[config.mk]
export PLATFORM = sky130hd
export DESIGN_NAME = pipe_stage_skid
export DESIGN_NICKNAME = d
export VERILOG_FILES = /design/src/rtl/pipe_stage_skid_pkg.sv /design/src/rtl/pipe_entry_reg.sv /design/src/rtl/pipe_stage_skid.sv
export SDC_FILE = /design/constraint.sdc
export NUM_CORES = 1
export LEC_CHECK = 0
export CORE_MARGIN = 3
export CORE_UTILIZATION = 40
export DETAILED_ROUTE_END_ITERATION = 16
export PLACE_DENSITY = 0.76
export SLEW_MARGIN = 15
export SYNTH_ARGS = -nofsm -noshare
export SYNTH_HDL_FRONTEND = slang
export SYNTH_HIERARCHICAL = 1
export SYNTH_SLANG_ARGS = --single-unit
[constraint.sdc]
create_clock -name clk -period 2.62 [get_ports clk]
set_input_delay 0.524 -clock clk [delete_from_list [all_inputs] [get_ports clk]]
set_output_delay 0.524 -clock clk [all_outputs]
set_load 0.05 [all_outputs]
[src/rtl/pipe_stage_skid_pkg.sv]
// -----------------------------------------------------------------------------
// pipe_stage_skid_pkg
// Shared pipeline package for the skid-buffered pipeline stage.
//   - Default payload and thread-id widths.
//   - Packed entry type {valid, thread, data} at the default widths.
//   - Source selectors for the head and skid entries.
//   - Small helper to count valid entries.
// -----------------------------------------------------------------------------
package pipe_stage_skid_pkg;

  localparam int DATA_WIDTH_DEF  = 64;
  localparam int THREAD_BITS_DEF = 2;

  // One stored beat at the default widths.
  typedef struct packed {
    logic                       valid;
    logic [THREAD_BITS_DEF-1:0] thread;
    logic [DATA_WIDTH_DEF-1:0]  data;
  } pipe_entry_t;

  // Where the head entry takes its next contents from.
  typedef enum logic [1:0] {
    HEAD_HOLD      = 2'd0,
    HEAD_FROM_SKID = 2'd1,
    HEAD_FROM_IN   = 2'd2,
    HEAD_EMPTY     = 2'd3
  } head_src_t;

  // Where the skid entry takes its next contents from.
  typedef enum logic [1:0] {
    SKID_HOLD    = 2'd0,
    SKID_FROM_IN = 2'd1,
    SKID_EMPTY   = 2'd2
  } skid_src_t;

  // Number of valid entries given the two valid bits.
  function automatic logic [1:0] count_valid(input logic a, input logic b);
    return {1'b0, a} + {1'b0, b};
  endfunction

endpackage

[src/rtl/pipe_entry_reg.sv]
// -----------------------------------------------------------------------------
// pipe_entry_reg
// A single storage entry (valid, thread, data) of the skid stage.
// Ports:
//   clk, reset          : clock, synchronous active-high reset
//   load                : capture load_data/load_thread and become valid
//   load_data/thread    : contents to capture
//   clear               : invalidate the entry (data/thread are kept)
//   flush_en/thread/all : flush request, used to report a match
//   valid, data, thread : stored contents
//   flush_hit           : stored entry is valid and selected by the flush
// Priority at the edge: reset, then load, then clear, then hold.
// -----------------------------------------------------------------------------
module pipe_entry_reg
  import pipe_stage_skid_pkg::*;
#(
  parameter int DATA_WIDTH  = DATA_WIDTH_DEF,
  parameter int THREAD_BITS = THREAD_BITS_DEF
) (
  input  logic                   clk,
  input  logic                   reset,
  input  logic                   load,
  input  logic [DATA_WIDTH-1:0]  load_data,
  input  logic [THREAD_BITS-1:0] load_thread,
  input  logic                   clear,
  input  logic                   flush_en,
  input  logic [THREAD_BITS-1:0] flush_thread,
  input  logic                   flush_all,
  output logic                   valid,
  output logic [DATA_WIDTH-1:0]  data,
  output logic [THREAD_BITS-1:0] thread,
  output logic                   flush_hit
);

  logic                   valid_r;
  logic [DATA_WIDTH-1:0]  data_r;
  logic [THREAD_BITS-1:0] thread_r;
  logic                   flush_hit_s;

  // Entry storage: load takes precedence over clear; data holds when cleared.
  always_ff @(posedge clk) begin
    if (reset) begin
      valid_r  <= 1'b0;
      data_r   <= '0;
      thread_r <= '0;
    end else if (load) begin
      valid_r  <= 1'b1;
      data_r   <= load_data;
      thread_r <= load_thread;
    end else if (clear) begin
      valid_r  <= 1'b0;
    end else begin
      valid_r  <= valid_r;
    end
  end

  // Flush match on the stored entry; flush_all selects every thread.
  always_comb begin
    flush_hit_s = 1'b0;
    if (valid_r && (flush_all || (flush_en && (thread_r == flush_thread)))) begin
      flush_hit_s = 1'b1;
    end else begin
      flush_hit_s = 1'b0;
    end
  end

  assign valid     = valid_r;
  assign data      = data_r;
  assign thread    = thread_r;
  assign flush_hit = flush_hit_s;

endmodule

[src/rtl/pipe_stage_skid.sv]
// -----------------------------------------------------------------------------
// pipe_stage_skid
// Two-entry skid-buffered pipeline stage with per-thread and global flush.
// The head entry drives out_*; the skid entry catches a beat accepted while
// the head is stalled, so in_ready can be a plain register (NOT skid valid).
// Ports:
//   clk, reset               : clock, synchronous active-high reset
//   in_valid/in_ready        : upstream handshake (in_ready is registered)
//   in_data/in_thread        : upstream payload and thread id
//   out_valid/out_ready      : downstream handshake
//   out_data/out_thread      : head payload and thread id
//   flush_en/flush_thread    : drop all entries of one thread
//   flush_all                : drop every entry (wins over flush_en)
//   occupancy                : registered count of valid entries (0..2)
// -----------------------------------------------------------------------------
module pipe_stage_skid
  import pipe_stage_skid_pkg::*;
#(
  parameter int DATA_WIDTH  = DATA_WIDTH_DEF,
  parameter int THREAD_BITS = THREAD_BITS_DEF
) (
  input  logic                   clk,
  input  logic                   reset,
  input  logic                   in_valid,
  output logic                   in_ready,
  input  logic [DATA_WIDTH-1:0]  in_data,
  input  logic [THREAD_BITS-1:0] in_thread,
  output logic                   out_valid,
  input  logic                   out_ready,
  output logic [DATA_WIDTH-1:0]  out_data,
  output logic [THREAD_BITS-1:0] out_thread,
  input  logic                   flush_en,
  input  logic [THREAD_BITS-1:0] flush_thread,
  input  logic                   flush_all,
  output logic [1:0]             occupancy
);

  logic                   in_ready_r;
  logic [1:0]             occupancy_r;

  logic                   head_valid_s;
  logic [DATA_WIDTH-1:0]  head_data_s;
  logic [THREAD_BITS-1:0] head_thread_s;
  logic                   head_hit_s;
  logic                   skid_valid_s;
  logic [DATA_WIDTH-1:0]  skid_data_s;
  logic [THREAD_BITS-1:0] skid_thread_s;
  logic                   skid_hit_s;

  logic                   accept_s;
  logic                   complete_s;
  logic                   beat_kill_s;
  logic                   head_keep_s;
  logic                   skid_keep_s;
  logic                   beat_keep_s;

  head_src_t              head_src_s;
  skid_src_t              skid_src_s;
  logic                   head_load_s;
  logic                   head_clear_s;
  logic [DATA_WIDTH-1:0]  head_load_data_s;
  logic [THREAD_BITS-1:0] head_load_thread_s;
  logic                   skid_load_s;
  logic                   skid_clear_s;
  logic                   head_valid_next_s;
  logic                   skid_valid_next_s;

  assign accept_s   = in_valid & in_ready_r;
  assign complete_s = head_valid_s & out_ready;

  // Flush selection of the incoming beat; a discarded beat is still accepted.
  always_comb begin
    beat_kill_s = 1'b0;
    if (flush_all || (flush_en && (in_thread == flush_thread))) begin
      beat_kill_s = 1'b1;
    end else begin
      beat_kill_s = 1'b0;
    end
  end

  // Survivors of this edge, oldest first: held head, skid, accepted beat.
  // A completed head has been delivered, so the flush never applies to it.
  // A beat is only accepted while the skid is empty, so at most two survive.
  assign head_keep_s = head_valid_s & ~complete_s & ~head_hit_s;
  assign skid_keep_s = skid_valid_s & ~skid_hit_s;
  assign beat_keep_s = accept_s & ~beat_kill_s;

  // Source selection: the oldest survivor goes to the head, the next to the skid.
  always_comb begin
    head_src_s = HEAD_EMPTY;
    skid_src_s = SKID_EMPTY;
    if (head_keep_s) begin
      head_src_s = HEAD_HOLD;
    end else if (skid_keep_s) begin
      head_src_s = HEAD_FROM_SKID;
    end else if (beat_keep_s) begin
      head_src_s = HEAD_FROM_IN;
    end else begin
      head_src_s = HEAD_EMPTY;
    end
    if (head_keep_s && skid_keep_s) begin
      skid_src_s = SKID_HOLD;
    end else if ((head_keep_s || skid_keep_s) && beat_keep_s) begin
      skid_src_s = SKID_FROM_IN;
    end else begin
      skid_src_s = SKID_EMPTY;
    end
  end

  // Decode the head source into load/clear controls and the load mux.
  always_comb begin
    head_load_s        = 1'b0;
    head_clear_s       = 1'b0;
    head_load_data_s   = in_data;
    head_load_thread_s = in_thread;
    head_valid_next_s  = 1'b0;
    case (head_src_s)
      HEAD_HOLD: begin
        head_valid_next_s = 1'b1;
      end
      HEAD_FROM_SKID: begin
        head_load_s        = 1'b1;
        head_load_data_s   = skid_data_s;
        head_load_thread_s = skid_thread_s;
        head_valid_next_s  = 1'b1;
      end
      HEAD_FROM_IN: begin
        head_load_s       = 1'b1;
        head_valid_next_s = 1'b1;
      end
      HEAD_EMPTY: begin
        head_clear_s = 1'b1;
      end
      default: begin
        head_clear_s = 1'b1;
      end
    endcase
  end

  // Decode the skid source into load/clear controls.
  always_comb begin
    skid_load_s       = 1'b0;
    skid_clear_s      = 1'b0;
    skid_valid_next_s = 1'b0;
    case (skid_src_s)
      SKID_HOLD: begin
        skid_valid_next_s = 1'b1;
      end
      SKID_FROM_IN: begin
        skid_load_s       = 1'b1;
        skid_valid_next_s = 1'b1;
      end
      SKID_EMPTY: begin
        skid_clear_s = 1'b1;
      end
      default: begin
        skid_clear_s = 1'b1;
      end
    endcase
  end

  pipe_entry_reg #(
    .DATA_WIDTH  (DATA_WIDTH),
    .THREAD_BITS (THREAD_BITS)
  ) u_head (
    .clk          (clk),
    .reset        (reset),
    .load         (head_load_s),
    .load_data    (head_load_data_s),
    .load_thread  (head_load_thread_s),
    .clear        (head_clear_s),
    .flush_en     (flush_en),
    .flush_thread (flush_thread),
    .flush_all    (flush_all),
    .valid        (head_valid_s),
    .data         (head_data_s),
    .thread       (head_thread_s),
    .flush_hit    (head_hit_s)
  );

  pipe_entry_reg #(
    .DATA_WIDTH  (DATA_WIDTH),
    .THREAD_BITS (THREAD_BITS)
  ) u_skid (
    .clk          (clk),
    .reset        (reset),
    .load         (skid_load_s),
    .load_data    (in_data),
    .load_thread  (in_thread),
    .clear        (skid_clear_s),
    .flush_en     (flush_en),
    .flush_thread (flush_thread),
    .flush_all    (flush_all),
    .valid        (skid_valid_s),
    .data         (skid_data_s),
    .thread       (skid_thread_s),
    .flush_hit    (skid_hit_s)
  );

  // Registered status: in_ready mirrors the next skid-empty state.
  always_ff @(posedge clk) begin
    if (reset) begin
      in_ready_r  <= 1'b1;
      occupancy_r <= 2'd0;
    end else begin
      in_ready_r  <= ~skid_valid_next_s;
      occupancy_r <= count_valid(head_valid_next_s, skid_valid_next_s);
    end
  end

  assign in_ready   = in_ready_r;
  assign occupancy  = occupancy_r;
  assign out_valid  = head_valid_s;
  assign out_data   = head_data_s;
  assign out_thread = head_thread_s;

endmodule
## Word level (Yosys, flattened, before mapping)

Cells that the tools add are included.

| operators by class | value |
|---|---|
| $add $sub $neg | 1 |
| eq/ne operators | 8 |
| multiplexer cells | 19 |
| bitwise logic cells | 11 |
| reductions and logical operators | 17 |

Operators with widths:

| cell | number |
|---|---|
| 2-to-1 mux 64 bit | 1 |
| 2-to-1 mux 1 bit | 13 |
| 2-to-1 mux 2 bit | 5 |
| logical AND 1 bit | 7 |
| AND 1 bit | 6 |
| equality test 2 bit | 3 |
| NOT 1 bit | 5 |
| equality test 2 x 1 -> 1 bit, second input constant | 2 |
| equality test 2 bit, second input constant | 2 |
| logical NOT 2 bit | 2 |
| logical OR 1 bit | 4 |
| OR reduction 2 bit | 2 |
| OR reduction 3 bit | 1 |
| adder 1 x 1 -> 2 bit | 1 |
| inequality test 2 x 1 -> 1 bit, second input constant | 1 |
| nonzero test 2 bit | 1 |

| storage, ports and cells | value |
|---|---|
| flip-flop bits (word level) | 137 |
| output and inout port bits | 70 |
| logic and storage cells | 64 |

## Longest topological paths before layout

Gate-level depths: netlist of run 1.

| logic depth | value |
|---|---|
| depth in word-level cells | 15 |
| gate-level depth with buffers | 11 |

## Cells and area by module

The synthesis of run 1 kept the hierarchy.

Modules (own cells, without submodules):

| module | instances | cells an instance | area an instance (um^2) | seq. area each (um^2) |
|---|---|---|---|---|
| pipe_entry_reg | 2 | 222 | 2431.1 | 1341.3 |
| pipe_stage_skid | 1 | 105 | 1056.0 | 60.1 |

## Least setup slack after synthesis of run 1

Ideal clock, no wire load.

| path | value |
|---|---|
| kind | register to register |
| start point | register u_head.thread_r[0] (netlist: u_head/thread[0]) |
| end point | register u_head.data_r[38] (netlist: u_head/data[38]) |
| library setup time | 0.128 ns |
| arrival | 2.468 ns |
| setup slack | 0.025 ns |
| cell stages (with the launch flop) | 11 |
| clock period less this slack | 2.595 ns |
| path through | dfxtp_1 > xor2_1 > o31ai_1 > nor3b_1 > a21oi_1 > ha_1 > buf_2 > buf_4 > mux2_2 > mux2i_1 > nor2_1 |

RTL lines:

| what | line | source |
|---|---|---|
| start: declaration | pipe_entry_reg.sv:37 | `logic [THREAD_BITS-1:0] thread_r;` |
| start signal: assignment | pipe_entry_reg.sv:49 | `thread_r <= load_thread;` |
| equality test 2 bit | pipe_entry_reg.sv:60 | `if (valid_r && (flush_all \|\| (flush_en && (thread_r == flush_thread)))) begin` |
| logical AND 1 bit | pipe_entry_reg.sv:60 |  |
| logical OR 1 bit | pipe_entry_reg.sv:60 |  |
| logical AND 1 bit | pipe_entry_reg.sv:60 |  |
| 2-to-1 mux 1 bit | pipe_entry_reg.sv:60 |  |
| named net head_hit_s | pipe_stage_skid.sv:44 | `logic head_hit_s;` |
| NOT 1 bit | pipe_stage_skid.sv:84 | `assign head_keep_s = head_valid_s & ~complete_s & ~head_hit_s;` |
| AND 1 bit | pipe_stage_skid.sv:84 |  |
| 2-to-1 mux 2 bit | pipe_stage_skid.sv:92 | `if (head_keep_s) begin` |
| equality test 2 x 1 -> 1 bit | pipe_stage_skid.sv:117 | `case (head_src_s)` |
| 2-to-1 mux 64 bit | pipe_stage_skid.sv:117 |  |
| named net head_load_data_s[38] | pipe_stage_skid.sv:61 | `logic [DATA_WIDTH-1:0] head_load_data_s;` |
| end signal: assignment | pipe_entry_reg.sv:48 | `data_r <= load_data;` |
| end: declaration | pipe_entry_reg.sv:36 | `logic [DATA_WIDTH-1:0] data_r;` |

The timed path passes the listed nets, and every way through them passes these cells.
A chain may end at the register's enable or synchronous reset.

## Final worst setup path of run 1

| path | value |
|---|---|
| start point | input flush_en |
| end point | register u_head.data_r[9] (netlist: u_head/data[9]) |

RTL lines:

| what | line | source |
|---|---|---|
| start: declaration | pipe_stage_skid.sv:32 | `input logic flush_en,` |
| logical AND 1 bit | pipe_entry_reg.sv:60 |  |
| logical OR 1 bit | pipe_entry_reg.sv:60 |  |
| logical AND 1 bit | pipe_entry_reg.sv:60 |  |
| 2-to-1 mux 1 bit | pipe_entry_reg.sv:60 |  |
| named net head_hit_s | pipe_stage_skid.sv:44 |  |
| NOT 1 bit | pipe_stage_skid.sv:84 |  |
| AND 1 bit | pipe_stage_skid.sv:84 |  |
| 2-to-1 mux 2 bit | pipe_stage_skid.sv:92 |  |
| equality test 2 x 1 -> 1 bit | pipe_stage_skid.sv:117 |  |
| 2-to-1 mux 64 bit | pipe_stage_skid.sv:117 |  |
| named net head_load_data_s[9] | pipe_stage_skid.sv:61 |  |

The timed path passes the listed nets, and every way through them passes these cells.

==> key figures, run 1 <==
Synthesis
  • FF+latch count, synth: 137
  • Yosys top cell by area: dfxtp_1
  • Syn. warnings: 6
  • Syn Std Cell Area: 5920 sq um
  • Syn nets: 627
  • Register area share after synthesis: 0.463
  • Synth cell types: 28
  • Area fraction of the dominant cell type after synthesis: 0.463
  • Top post-synthesis cells by area: dfxtp_1, mux2i_1, mux2_2
  • Avg Cell Area, Syn: 10.8 sq um
  • Cells after Synth: 549

Global routing
  • Grt total ovfl: 0
  • Met2 usage: 0.286
  • Initial antenna violation count: 0
  • GR peak layer: met2
  • Total track usage: 0.172
  • Met1 Usage GRT: 0.214
  • Grt met3 use: 0.0514
  • Vias in the first global route: 4532
  • Largest net degree at the start of global routing: 51
  • First-pass GRT wire length: 22300 microns

Worst setup path
  • Cells on worst reg2reg path: 9
  • CP endpoint: u_head/data[9]$_SDFFE_PP0P_
  • Worst setup EP type: flop
  • Crit-path max FO: 17
  • WP data required: approximately 2.9 ns
  • Reg2reg end: u_head/data[9]$_SDFFE_PP0P_
  • CP arrival: about 2.8 ns
  • Reg-to-Reg Start: u_head/thread[1]$_SDFFE_PP0P_
  • Worst Setup Start Kind: input port
  • Worst R2R Setup Slack: 0.23 ns
  • Crit Path Class: input port to flop
  • Crit. Startpoint: flush_en

Timing
  • Final Setup Violations: 0
  • Worst Hold Slack: 0.487 ns
  • Worst Tran Pin Value: 0.564 ns
  • Final setup TNS: 0 ns
  • FMAX: 0.395 GHz
  • Slew Limit Fails: 0
  • Final Skew: 0.00913 ns
  • Fin crit share: 0.965
  • Slew margin rel.: 0.623
  • Hold Fails Final Rpt: 0
  • Min Tclk post-route: 2.53 ns

Floorplanning
  • Die Y: 128 microns
  • Core Box Area: 14100 sq um
  • Starting Density: 0.418
  • Die area: 16300 sq um
  • Die Wd: between 100 and 150 microns
  • FP Rows: 43
  • Io pins: 144

Clock tree
  • CTS sink cnt: roughly 140
  • CTS tree: yes
  • # H-tree levels: 4
  • Clk_lat worst skew: 0.41 ns
  • Reg clk slew, reported paths: 0.06 ns
  • Clock root buffer: clkbuf_16
  • CTS buffer count: 17
  • Clk buf depth: 2

Flow run
  • Max_cap viols: 0

Power and ir drop
  • VDD IR max: 0.000487 V
  • PwrDens: 770 nW/um^2
  • Static Leak: 3.14 nW

Cells and area
  • Multi-input gate area: 2880 sq um
  • Commonest non-fill, non-tap cells in the layout: clkdlybuf4s50_1, dfxtp_1, nor2_1
  • Area grow syn2layout: 41.4%
  • Fin nets: about 780
  • Fillcell total: 1184
  • Fraction of layout cells with a size suffix above 1: 0.191
  • Register Area: 2740 sq um
  • Most common cell after layout, fill and taps aside: clkdlybuf4s50_1
  • Antenna fix cells: 0

Status
  • Outcome: completed

Routing
  • DR pass1 iterations: 4
  • Vias/cell: 4.91
  • Aggregate routed wire length: 14400 microns
  • DRC viols: 0
  • Routed Antenna Nets: 0
  • Routed len/inst: 16.0 microns
  • DRT iter0 DRCs: 155
  • Via count: roughly 4400

Placement
  • GPL Wtd Cong: 0.748
  • Port Buffers: ~140
  • Dpl hpwl: just under 10000 microns

Worst hold path
  • Min-delay worst type: flop to flop
through the flow:
step / util / setup slack (ns) / cells / total power, mW / instance area (sq um)
final: 0.591 / 0.0910 / 898 / 6.44 / 8370
after global routing: 0.591 / -0.00225 / 898 / 6.71 / 8370
after CTS: 0.587 / 0.0280 / 896 / 6.51 / 8310
after detailed placement: 0.540 / -0.543 / 864 / 3.99 / 7640
after global placement: 0.540 / -0.460 / 864 / 3.95 / 7640
after floorplan: - / 0.0246 / 549 / 3.46 / 5920
flip-flops by register name, indices dropped and copies added, names as in the netlist:
| signal | count |
|---|---|
| u_head/data | 64 |
| u_skid/data | 64 |
| occupancy | 2 |
| u_head/thread | 2 |
| u_skid/thread | 2 |
| in_ready | 1 |
| u_head/valid | 1 |
| u_skid/valid | 1 |
Yosys cell counts (all sizes together):
master  instances
mux2i         132
nand2           7
a31o            1
nand3b          1
nor2          133
nand2b          3
xor2            4
inv             5
nor2b           3
a31oi           2
ha              4
mux2           66
buf            29
nor3            1
xnor2           2
a21oi           4
or3b            1
dfxtp         137
o31ai           2
nor3b           1
clkbuf          8
nand3           1
maj3            2
final cells by class:
type	instances	area share
multi-input combinational	370	0.345
clock inverter	12	0.0209
clock buffer	19	0.0529
inverter	5	0.00239
tap	180	0.0269
sequential	137	0.328
timing repair buffer	175	0.224
critical path, stage by stage:
cell	delay, ns
clkdlybuf4s50_1	0.55
nand2_1	0.09
o31ai_2	0.28
nor3b_1	0.11
a21oi_2	0.19
ha_4	0.22
bufbuf_16	0.32
mux2_2	0.34
mux2i_1	0.13
nor2_1	0.05
worst min path at each step:
stage                                      start                      endpoint  slack (ns)  depth (start not counted)
floorplan            u_skid/data[0]$_SDFFE_PP0P_   u_skid/data[0]$_SDFFE_PP0P_        0.45                          2
global placement    u_skid/data[10]$_SDFFE_PP0P_  u_skid/data[10]$_SDFFE_PP0P_        0.47                          2
detailed placement  u_skid/data[16]$_SDFFE_PP0P_  u_skid/data[16]$_SDFFE_PP0P_        0.48                          2
CTS                 u_skid/data[16]$_SDFFE_PP0P_  u_skid/data[16]$_SDFFE_PP0P_        0.49                          2
global route        u_skid/data[49]$_SDFFE_PP0P_  u_skid/data[49]$_SDFFE_PP0P_        0.50                          2
finish              u_skid/data[43]$_SDFFE_PP0P_  u_skid/data[43]$_SDFFE_PP0P_        0.49                          2
where the power goes:
part | switching (mW) | internal [mW] | leakage (nW)
Combinational | 0.931 | 0.723 | 1.73
Sequential | 0.0883 | 2.24 | 1.11
Clock | 0.857 | 1.61 | 0.295
Total | 1.88 | 4.57 | 3.14
cells by family after synthesis:
family                     after synthesis  synth area share
muxes                                  198             0.349
and+or+nand+nor                        151             0.101
buffers and inverters                   42            0.0560
adders and majority gates                6            0.0121
AOI/OAI and AO/OA                        9           0.00951
xor gates and xnor gates                 6           0.00888
DFF                                    137             0.463
metal layers:
layer,share of wire,vias to the layer above
met5,0,-
met1,0.45,2090
met2,0.48,116
met4,0.016,0
li1,-,2181
met3,0.062,19
timing repair:
action | 4_1_cts | 5_1_grt
hold buffers | 0 | 0
gates resized for setup | 4 | 2
gates cloned | 1 | 1
buffers inserted | 0 | 1
pin swaps | 2 | 0
endpoints found under the setup margin | 66 | 58
(Power assumes the default switching activity.)
==> run 2: changes to the inputs <==
Settings changed: HOLD_SLACK_MARGIN set to 0.03.
==> results of run 2 <==
No change in the layout: final DEF, timing and power equal those of run 1.
